`config.mk`:
```
export PLATFORM = sky130hd
export DESIGN_NAME = dro_pulse_writer
export DESIGN_NICKNAME = d
export VERILOG_FILES = /design/src/rtl/dro_writer_pkg.sv /design/src/rtl/dro_slot_timer.sv /design/src/rtl/dro_pulse_writer.sv
export SDC_FILE = /design/constraint.sdc
export NUM_CORES = 1
export LEC_CHECK = 0
export ABC_AREA = 0
export CELL_PAD_IN_SITES_DETAIL_PLACEMENT = 1
export CELL_PAD_IN_SITES_GLOBAL_PLACEMENT = 1
export CORE_ASPECT_RATIO = 1.2
export CORE_UTILIZATION = 25
export DETAILED_ROUTE_END_ITERATION = 6
export PLACE_DENSITY_LB_ADDON = 0.1
export SYNTH_ARGS = -nofsm -noshare
export SYNTH_HDL_FRONTEND = slang
export SYNTH_HIERARCHICAL = 1
export SYNTH_SLANG_ARGS = --single-unit
```
`constraint.sdc`:
```
create_clock -name clk -period 2.7 [get_ports clk]
set_input_delay 0.675 -clock clk [delete_from_list [all_inputs] [get_ports clk]]
set_output_delay 0.675 -clock clk [all_outputs]
set_load 0.03 [all_outputs]
```
`src/rtl/dro_writer_pkg.sv`:
```
`default_nettype none
// ============================================================================
//  Module      : dro_writer_pkg
//  Description : Shared types and helpers for the DRO pulse writer.
//                - dro_state_e : writer FSM states (one slot = DATA, SETUP,
//                                CLOCK, HOLD; IDLE between words)
//                - slot_len()  : cycles per bit slot
//                - rb_depth()  : readback checks that can be in flight
//  Revision    : 1.0  initial release
// ============================================================================
package dro_writer_pkg;

    typedef enum logic [2:0] {
        IDLE  = 3'd0,
        DATA  = 3'd1,
        SETUP = 3'd2,
        CLOCK = 3'd3,
        HOLD  = 3'd4
    } dro_state_e;

    // The clk pulse starts T_SETUP after the d pulse; the slot then lasts
    // until both the hold time and the clk pulse itself have elapsed.
    function automatic int slot_len(input int t_setup, input int t_hold, input int pulse_w);
        return t_setup + ((t_hold > pulse_w) ? t_hold : pulse_w);
    endfunction

    // ceil((delay+1)/slot) + 1 pending checks cover a readback delay that
    // spills over into later slots.
    function automatic int rb_depth(input int delay, input int slot);
        return ((delay + slot) / slot) + 1;
    endfunction

    // Readback depth for the default parameter set.
    localparam int RB_DEPTH_DEFAULT = rb_depth(9, slot_len(8, 3, 2));

endpackage : dro_writer_pkg
`default_nettype wire

```
`src/rtl/dro_slot_timer.sv`:
```
`default_nettype none
// ============================================================================
//  Module      : dro_slot_timer
//  Description : Offset counter 0..SLOT-1 for one bit slot. Reports the end
//                of the current slot plus the pulse windows of the offset
//                that will be current in the next cycle, so the writer can
//                drive registered pulse outputs with no extra latency.
//  Ports       : clk, rst          clock, synchronous active-high reset
//                i_start           word accepted, next offset is 0
//                i_adv             slot in progress, advance/wrap offset
//                o_slot_end        current offset is SLOT-1
//                o_clk_rise        current offset is T_SETUP
//                o_d_win_nx        next offset in 0..PULSE_W-1
//                o_pre_clk_nx      next offset below T_SETUP
//                o_clk_win_nx      next offset in T_SETUP..T_SETUP+PULSE_W-1
//  Revision    : 1.0  initial release
// ============================================================================
module dro_slot_timer
    import dro_writer_pkg::*;
#(
    parameter int SLOT    = slot_len(8, 3, 2),
    parameter int T_SETUP = 8,
    parameter int PULSE_W = 2
) (
    input  logic clk,
    input  logic rst,
    input  logic i_start,
    input  logic i_adv,
    output logic o_slot_end,
    output logic o_clk_rise,
    output logic o_d_win_nx,
    output logic o_pre_clk_nx,
    output logic o_clk_win_nx
);

    localparam int OFF_W = (SLOT > 1) ? $clog2(SLOT) : 1;

    // Window limits are stored as last-included offsets so that every value
    // fits in OFF_W bits even when the clk window ends exactly at SLOT.
    localparam logic [OFF_W-1:0] C_OFF_LAST  = OFF_W'(SLOT - 1);
    localparam logic [OFF_W-1:0] C_D_LAST    = OFF_W'(PULSE_W - 1);
    localparam logic [OFF_W-1:0] C_CLK_FIRST = OFF_W'(T_SETUP);
    localparam logic [OFF_W-1:0] C_CLK_LAST  = OFF_W'(T_SETUP + PULSE_W - 1);

    logic [OFF_W-1:0] off_q;
    logic [OFF_W-1:0] off_d;
    logic             w_slot_end;

    assign w_slot_end = (off_q == C_OFF_LAST);

    // Outside a slot the counter rests at 0, which is also the first offset
    // of a freshly started slot.
    always_comb begin
        off_d = '0;
        if (!i_start && i_adv && !w_slot_end) begin
            off_d = off_q + OFF_W'(1);
        end
    end

    always_ff @(posedge clk) begin
        if (rst) begin
            off_q <= '0;
        end else begin
            off_q <= off_d;
        end
    end

    assign o_slot_end   = w_slot_end;
    assign o_clk_rise   = (off_q == C_CLK_FIRST);
    assign o_d_win_nx   = (off_d <= C_D_LAST);
    assign o_pre_clk_nx = (off_d <  C_CLK_FIRST);
    assign o_clk_win_nx = (off_d >= C_CLK_FIRST) && (off_d <= C_CLK_LAST);

endmodule : dro_slot_timer
`default_nettype wire

```
`src/rtl/dro_pulse_writer.sv`:
```
`default_nettype none
// ============================================================================
//  Module      : dro_pulse_writer
//  Description : Serializes a parallel word, LSB first, into d/clk pulse
//                pairs for an RSFQ DRO chain, one bit per slot of
//                T_SETUP + max(T_HOLD, PULSE_W) cycles. A 1 bit emits a d
//                pulse at the start of its slot; every slot emits a clk pulse
//                T_SETUP cycles later.
//  Build option: DRO_WRITER_READBACK_EN - compare dro_out, sampled DELAY
//                cycles after each clk pulse rise, with the bit written in
//                that slot (err strobe, saturating err_count). Without it
//                dro_out is ignored and err/err_count stay 0.
//  Ports       : clk, rst            clock, synchronous active-high reset
//                in_valid/in_ready   word handshake (ready only when idle)
//                in_data[WIDTH]      word, captured at accept
//                d_pulse, clk_pulse  pulses to the DRO d and clk inputs
//                busy                word in flight
//                done                1-cycle strobe after the last slot
//                dro_out             DRO output for readback
//                err, err_count[8]   readback mismatch strobe / count
//  Revision    : 1.0  initial release
// ============================================================================
module dro_pulse_writer
    import dro_writer_pkg::*;
#(
    parameter int WIDTH   = 8,
    parameter int T_SETUP = 8,
    parameter int T_HOLD  = 3,
    parameter int PULSE_W = 2,
    parameter int DELAY   = 9
) (
    input  logic             clk,
    input  logic             rst,
    input  logic             in_valid,
    output logic             in_ready,
    input  logic [WIDTH-1:0] in_data,
    output logic             d_pulse,
    output logic             clk_pulse,
    output logic             busy,
    output logic             done,
    input  logic             dro_out,
    output logic             err,
    output logic [7:0]       err_count
);

    localparam int SLOT  = slot_len(T_SETUP, T_HOLD, PULSE_W);
    localparam int IDX_W = (WIDTH > 1) ? $clog2(WIDTH) : 1;
    localparam logic [IDX_W-1:0] C_IDX_LAST = IDX_W'(WIDTH - 1);

    // ------------------------------------------------------------------
    // Parameter legality
    // ------------------------------------------------------------------
    if (T_SETUP < PULSE_W) begin : g_bad_setup
        $error("dro_pulse_writer: T_SETUP (%0d) must be >= PULSE_W (%0d)", T_SETUP, PULSE_W);
    end
    if (WIDTH < 1 || PULSE_W < 1 || T_HOLD < 0) begin : g_bad_sizes
        $error("dro_pulse_writer: need WIDTH >= 1, PULSE_W >= 1, T_HOLD >= 0");
    end

    // ------------------------------------------------------------------
    // Slot timer
    // ------------------------------------------------------------------
    dro_state_e       state_q, state_d;
    logic             busy_q, busy_d;
    logic             in_ready_q, in_ready_d;
    logic             d_pulse_q, d_pulse_d;
    logic             clk_pulse_q, clk_pulse_d;
    logic             done_q, done_d;
    logic [WIDTH-1:0] data_q, data_d;
    logic [IDX_W-1:0] idx_q, idx_d;

    logic w_accept;
    logic w_active;
    logic w_last;
    logic w_slot_end;
    logic w_clk_rise;
    logic w_d_win_nx;
    logic w_pre_clk_nx;
    logic w_clk_win_nx;

    assign w_accept = in_valid & in_ready_q;
    assign w_active = (state_q != IDLE);
    assign w_last   = w_active & w_slot_end & (idx_q == C_IDX_LAST);

    dro_slot_timer #(
        .SLOT    (SLOT),
        .T_SETUP (T_SETUP),
        .PULSE_W (PULSE_W)
    ) u_slot_timer (
        .clk          (clk),
        .rst          (rst),
        .i_start      (w_accept),
        .i_adv        (w_active),
        .o_slot_end   (w_slot_end),
        .o_clk_rise   (w_clk_rise),
        .o_d_win_nx   (w_d_win_nx),
        .o_pre_clk_nx (w_pre_clk_nx),
        .o_clk_win_nx (w_clk_win_nx)
    );

    // ------------------------------------------------------------------
    // Writer FSM. Every output is registered from its next-cycle value so
    // the pulses leave the block straight from flops.
    // ------------------------------------------------------------------
    always_comb begin
        busy_d = w_accept | (w_active & ~w_last);

        // Current bit is always data_q[0]; shift at each slot boundary.
        data_d = data_q;
        if (w_accept) begin
            data_d = in_data;
        end else if (w_active && w_slot_end) begin
            data_d = data_q >> 1;
        end

        idx_d = idx_q;
        if (w_accept || w_last) begin
            idx_d = '0;
        end else if (w_active && w_slot_end) begin
            idx_d = idx_q + IDX_W'(1);
        end

        // State tracks which part of the slot the next offset falls in.
        // SETUP or HOLD are skipped when they have zero length.
        if (!busy_d) begin
            state_d = IDLE;
        end else if (w_d_win_nx) begin
            state_d = DATA;
        end else if (w_pre_clk_nx) begin
            state_d = SETUP;
        end else if (w_clk_win_nx) begin
            state_d = CLOCK;
        end else begin
            state_d = HOLD;
        end

        d_pulse_d   = busy_d & w_d_win_nx & data_d[0];
        clk_pulse_d = busy_d & w_clk_win_nx;
        done_d      = w_last;
        in_ready_d  = ~busy_d;
    end

    always_ff @(posedge clk) begin
        if (rst) begin
            state_q     <= IDLE;
            busy_q      <= 1'b0;
            in_ready_q  <= 1'b1;
            d_pulse_q   <= 1'b0;
            clk_pulse_q <= 1'b0;
            done_q      <= 1'b0;
            data_q      <= '0;
            idx_q       <= '0;
        end else begin
            state_q     <= state_d;
            busy_q      <= busy_d;
            in_ready_q  <= in_ready_d;
            d_pulse_q   <= d_pulse_d;
            clk_pulse_q <= clk_pulse_d;
            done_q      <= done_d;
            data_q      <= data_d;
            idx_q       <= idx_d;
        end
    end

    assign in_ready  = in_ready_q;
    assign busy      = busy_q;
    assign d_pulse   = d_pulse_q;
    assign clk_pulse = clk_pulse_q;
    assign done      = done_q;

    // ------------------------------------------------------------------
    // Readback checker
    // ------------------------------------------------------------------
`ifdef DRO_WRITER_READBACK_EN
    localparam int RB_DEPTH = rb_depth(DELAY, SLOT);
    localparam int CNT_W    = (DELAY > 0) ? $clog2(DELAY + 1) : 1;

    logic [RB_DEPTH-1:0] rb_vld_q, rb_vld_d;
    logic [RB_DEPTH-1:0] rb_bit_q, rb_bit_d;
    logic [CNT_W-1:0]    rb_cnt_q [RB_DEPTH];
    logic [CNT_W-1:0]    rb_cnt_d [RB_DEPTH];
    logic                err_q, err_d;
    logic [7:0]          err_count_q, err_count_d;
    logic                w_mism;
    logic                w_placed;
    logic                w_push;

    // A check is queued on the first clk-pulse cycle of each slot, holding
    // the bit just written and the cycles left until dro_out is sampled.
    assign w_push = w_active & w_clk_rise;

    always_comb begin
        rb_vld_d = rb_vld_q;
        rb_bit_d = rb_bit_q;
        rb_cnt_d = rb_cnt_q;
        w_mism   = 1'b0;
        w_placed = 1'b0;

        for (int i = 0; i < RB_DEPTH; i++) begin
            if (rb_vld_q[i]) begin
                if (rb_cnt_q[i] == '0) begin
                    rb_vld_d[i] = 1'b0;
                    if (rb_bit_q[i] != dro_out) begin
                        w_mism = 1'b1;
                    end
                end else begin
                    rb_cnt_d[i] = rb_cnt_q[i] - CNT_W'(1);
                end
            end
        end

        if (w_push) begin
            if (DELAY == 0) begin
                // Zero delay: the sample point is this very cycle.
                if (data_q[0] != dro_out) begin
                    w_mism = 1'b1;
                end
            end else begin
                // Entry retired this cycle may be reused immediately.
                for (int i = 0; i < RB_DEPTH; i++) begin
                    if (!w_placed && !rb_vld_d[i]) begin
                        rb_vld_d[i] = 1'b1;
                        rb_bit_d[i] = data_q[0];
                        rb_cnt_d[i] = CNT_W'(DELAY - 1);
                        w_placed    = 1'b1;
                    end
                end
            end
        end

        err_d       = w_mism;
        err_count_d = err_count_q;
        if (w_mism && (err_count_q != 8'hFF)) begin
            err_count_d = err_count_q + 8'd1;
        end
    end

    always_ff @(posedge clk) begin
        if (rst) begin
            rb_vld_q    <= '0;
            rb_bit_q    <= '0;
            err_q       <= 1'b0;
            err_count_q <= '0;
            for (int i = 0; i < RB_DEPTH; i++) begin
                rb_cnt_q[i] <= '0;
            end
        end else begin
            rb_vld_q    <= rb_vld_d;
            rb_bit_q    <= rb_bit_d;
            err_q       <= err_d;
            err_count_q <= err_count_d;
            for (int i = 0; i < RB_DEPTH; i++) begin
                rb_cnt_q[i] <= rb_cnt_d[i];
            end
        end
    end

    assign err       = err_q;
    assign err_count = err_count_q;
`else
    // Readback absent: dro_out and DELAY are intentionally unused.
    logic w_unused_readback;
    assign w_unused_readback = dro_out ^ DELAY[0];

    assign err       = 1'b0;
    assign err_count = 8'd0;
`endif

endmodule : dro_pulse_writer
`default_nettype wire

```
==> results of run 1 <==
## flip-flops by register name, indices dropped and copies added (netlist names)
signal / count
idx_q: 3
d_pulse: 1
busy: 1
u_slot_timer/off_q: 4
in_ready: 1
done: 1
data_q: 8
state_q: 3
clk_pulse: 1
## layout make-up
| type | count | area (sq um) | area share [%] |
|---|---|---|---|
| multi-input combinational | 94 | 644 | 45.2 |
| sequential | 23 | 460 | 32.3 |
| timing repair buffer | 20 | 188 | 13.2 |
| tap | 58 | 72.6 | 5.09 |
| clock buffer | 4 | 45.0 | 3.16 |
| inverter | 4 | 15.0 | 1.05 |
## worst paths after layout
kind | startpoint | end | slack (ps) | depth (start not counted)
setup / recovery | u_slot_timer/off_q[0]$_SDFF_PP0_ | state_q[2]$_SDFF_PP0_ | 460 | 6
hold / removal | data_q[3]$_SDFFE_PP0P_ | data_q[3]$_SDFFE_PP0P_ | 470 | 2
setup reg to reg | u_slot_timer/off_q[0]$_SDFF_PP0_ | state_q[2]$_SDFF_PP0_ | 460 | 6
hold reg to reg | data_q[3]$_SDFFE_PP0P_ | data_q[3]$_SDFFE_PP0P_ | 470 | 2
## power groups by stage
| stage | combinational (uW) | clock (uW) | sequential, uW |
|---|---|---|---|
| after floorplan | 81.5 | 0 | 377 |
| after global placement | 114 | 0 | 372 |
| after detailed placement | 117 | 0 | 372 |
| after CTS | 117 | 229 | 364 |
| after global routing | 125 | 243 | 366 |
| final | 115 | 217 | 364 |
## per-layer routing
metal  up-vias  track usage, %
li1        466               -
met1       455            12.0
met5         -               0
met3         4            1.74
met4         0            4.57
met2        12            20.0
## critical path: stages, from the launching register on
cell	delay, ps
dfxtp_1	410
inv_1	100
ha_1	190
and3b_1	270
or3b_1	430
or3_1	460
nor4b_1	280
## cell usage in the layout, fill, tap and decap left out
cell type,n
o31ai_4,1
nand3b_1,2
conb_1,9
nand3_1,2
or3b_2,1
o31a_1,1
nand2b_1,2
a21oi_1,10
nor4b_1,1
clkdlybuf4s50_1,15
buf_4,5
nor2_1,9
a21boi_0,1
nand2_1,14
a211oi_2,9
or3_1,2
ha_1,5
clkbuf_8,3
a21oi_4,1
a211oi_1,2
or3_4,1
clkbuf_1,1
or3b_1,1
xnor2_1,2
nor3_1,3
nand2_2,1
inv_1,3
and2b_1,1
nor4_1,3
o211ai_1,2
and3b_1,3
dfxtp_1,23
or2_1,1
clkinv_1,1
nor3b_1,4
## per-stage QoR
stage | area (sq um) | cells | hold slack (ps) | power [uW]
floorplan | 1250 | 137 | 437 | 459
global route | 1430 | 203 | 497 | 735
detailed placement | 1380 | 199 | 453 | 489
global placement | 1380 | 199 | 452 | 485
CTS | 1430 | 203 | 469 | 710
finish | 1430 | 203 | 467 | 696
==> out/qor.yml, run 1 <==
netlist_instances: 129
holdBufCountCts: 0
ir_drop_uv: 191
crit_required_ps: 2870
grt_remaining_overflow: 0
rows: 27
fillCellCount: 552
grt_max_degree: 14
die_h_um: 78.4
setup_tns_ps: 0
fmax_ghz: 0.446
port_buffers: 15
vias: 937
antenna_cells: 0
antenna_found_initial: 0
crit_type: "flop to flop"
status: "finished, final reports clean"
first_pass_iters: 2
fin_util_pct: 30.8
clkSlewWorstSetupHoldPaths_ps: 80
start_util_pct: 26.3
p_comb_share_pct: 16.6
period_needed_ps: 2240
arrival_ps: 2410
cap_violations: 0
drc: 0
dieArea_sq_mm: 0.00515
cts_setup_buffers: 0
intPower_uw: 506
cp-start-kind: "flop"
cts_buffers: 3
pre_cts_ws_ps: 191
ant_nets: 0
coreArea_sq_mm: 0.00463
final-setup-viol-count: 0
dr_wl_met2_um: 1360
num-nets-final: 163
clk_latency_ps: 260
grt_use_total_pct: 10.9
holdCritPathClass: "flop to flop"
tightestPinTransition_ps: 594
maxSlewViolCount: 0
gp_congestion: 0.668
end_kind: "flop"
drive_gt1_share_pct: 15.2
syn_area_sq_mm: 0.00122
max-clock-path-buffers: 2
first_iter_violations: 27
clock_skew_ps: 2.48
wl_per_cell_um: 13.1
met1_length_um: 1200
grt_first_pass_wirelength_um: 4180
p_seq_share_pct: 52.3
synthToLayoutAreaGrowth_pct: 17.1
highest_layer: "met4"
slew_headroom_pct: 60.4
ios: 26
routed_wl_um: 2670
p_clk_share_pct: 31.2
powerDensity_mw_per_mm2: 489
p_sw_share_pct: 27.3
hpwl_um: 1990
ctsResizeCount: 0
rsz0062_at_grt: "false"
grt_pass1_vias: 872
cts_tree: "built"
die_x_um: 65.7
setup_slack_ps: 458
synth_area_per_cell_sq_um: 9.44
ys_warn_count: 6
hold_viol: 0
post-route-period-util_pct: 83.1
cp_max_fo: 6
p_switching_uw: 190
cts_sinks: 23
wl_met3_um: 68
vias_per_cell: 4.62
htreeDepth: 1
p_leak_uw: 0.000523
root_buffer: "clkbuf_8"
Power figures use the tool's default switching activity.
==> run 2, diff against run 1 <==
==> constraint.sdc (replaced) <==
create_clock -name clk -period 2.3 [get_ports clk]
set_input_delay 0.575 -clock clk [delete_from_list [all_inputs] [get_ports clk]]
set_output_delay 0.575 -clock clk [all_outputs]
set_load 0.03 [all_outputs]
==> out/qor.yml, run 2 (synthesis gave the netlist of run 1 again) <==
clkSlewWorstSetupHoldPaths_ps: 90
antenna_cells: 0
path_cells: "inv_1, ha_1, and3b_1, or3b_1, or3_1, nor4b_1"
vias_per_cell: 4.52
grt_pass1_vias: 1008
use_met2_pct: 20.6
rsz0062_at_grt: "false"
cp.buffers_inverters: 1
arrival_ps: 2270
drive_gt1_share_pct: 17.7
gp_congestion: 0.723
root_buffer: "clkbuf_8"
fillCellCount: 538
hold_slack_ps: 472
holdBufCountCts: 0
maxSlewViolCount: 0
crit_required_ps: 2470
final-setup-viol-count: 0
cp-start-kind: "flop"
cp_max_fo: 6
drc: 0
first_iter_violations: 13
wl_per_cell_um: 12.6
tightestPinTransition_ps: 561
powerDensity_mw_per_mm2: 566
regMostFlops: "data_q"
fmax_ghz: 0.477
grtUsageMet1_pct: 12.3
holdPathStages: 2
grt_first_pass_wirelength_um: 4510
reg_top3: "data_q x8, u_slot_timer/off_q x4"
status: "finished, final reports clean"
ctsResizeCount: 0
port_buffers: 15
cap_violations: 0
num-nets-final: 165
synthToLayoutAreaGrowth_pct: 19.5
grt_use_total_pct: 11.3
hpwl_um: 1960
vias: 927
ir_drop_uv: 219
slowest_delay_ps: 450
coreArea_sq_mm: 0.00463
die_h_um: 78.4
ios: 26
die_x_um: 65.7
final_cell_mix: "23 x dfxtp_1, 15 x clkdlybuf4s50_1, 14 x nand2_1"
post-route-period-util_pct: 91.2
cts_buffers: 3
dieArea_sq_mm: 0.00515
slew_headroom_pct: 62.6
crit_type: "flop to flop"
rr_worst_depth: 6
p_leak_uw: 0.000544
ant_nets: 0
total_power_uw: 824
cts_tree: "built"
period_needed_ps: 2100
cp_top_family: "simple AND/OR/NAND/NOR gates"
grt_max_degree: 20
r2r_setup_slack_ps: 200
cp.depth: 6
clk_latency_ps: 270
layout_commonest_cell: "dfxtp_1"
start_util_pct: 26.3
cts_setup_buffers: 0
end_kind: "flop"
cts_sinks: 23
routed_wl_um: 2580
hold_viol: 0
use_met3_pct: 1.74
holdCritPathClass: "flop to flop"
htreeDepth: 1
clock_skew_ps: 3.87
busiest_layer: "met2"
largest_register_ffs: 8
first_pass_iters: 4
max-clock-path-buffers: 2
grt_remaining_overflow: 0
rows: 27
fin_util_pct: 31.4
crit_path_top_delay_cell: "or3_1"
antenna_found_initial: 0
run 2: path summary, 6_finish.rpt:
path	to	from
max reg2reg	state_q[2]$_SDFF_PP0_	u_slot_timer/off_q[0]$_SDFF_PP0_
min	data_q[7]$_SDFFE_PP0P_	data_q[7]$_SDFFE_PP0P_
max	state_q[2]$_SDFF_PP0_	u_slot_timer/off_q[0]$_SDFF_PP0_
min reg2reg	data_q[7]$_SDFFE_PP0P_	data_q[7]$_SDFFE_PP0P_
run 2: final cells by class:
type	count	area, sq um	area share (%)
Sequential cell	23	460	31.6
Multi-Input combinational cell	94	644	44.3
Timing Repair Buffer	22	215	14.8
Tap cell	58	72.6	4.99
Clock buffer	3	41.3	2.84
Clock inverter	1	5.00	0.344
Inverter	4	16.3	1.12
run 2: power by group:
| part | leakage (uW) | switching (uW) | total, uW | internal [uW] |
|---|---|---|---|---|
| Clock | 0.0000255 | 137 | 258 | 121 |
| Sequential | 0.000188 | 11.2 | 428 | 416 |
| Combinational | 0.000330 | 80.8 | 138 | 57.4 |
| Total | 0.000544 | 229 | 824 | 595 |
run 2: routing by layer:
metal / share of wire [%] / vias up
met5: 0 / -
met4: 1.9 / 0
met3: 2.6 / 5
met2: 54 / 11
met1: 41 / 447
li1: - / 464
run 2: worst reg2reg max path, stage by stage, from the launching register on:
cell and delay, ps:
dfxtp_1 420, inv_1 90, ha_1 190, and3b_1 190, or3b_1 370, or3_1 450
nor4b_1 290
run 2: stage by stage:
stage                     std cells  area [sq um]  TNS, ps  setup WS [ps]
after detailed placement        201          1410     -268          -73.9
after global routing            205          1460        0           34.1
after CTS                       205          1460        0            192
final                           205          1460        0            203
after global placement          201          1410     -227          -66.3
after floorplan                 137          1250        0           61.5
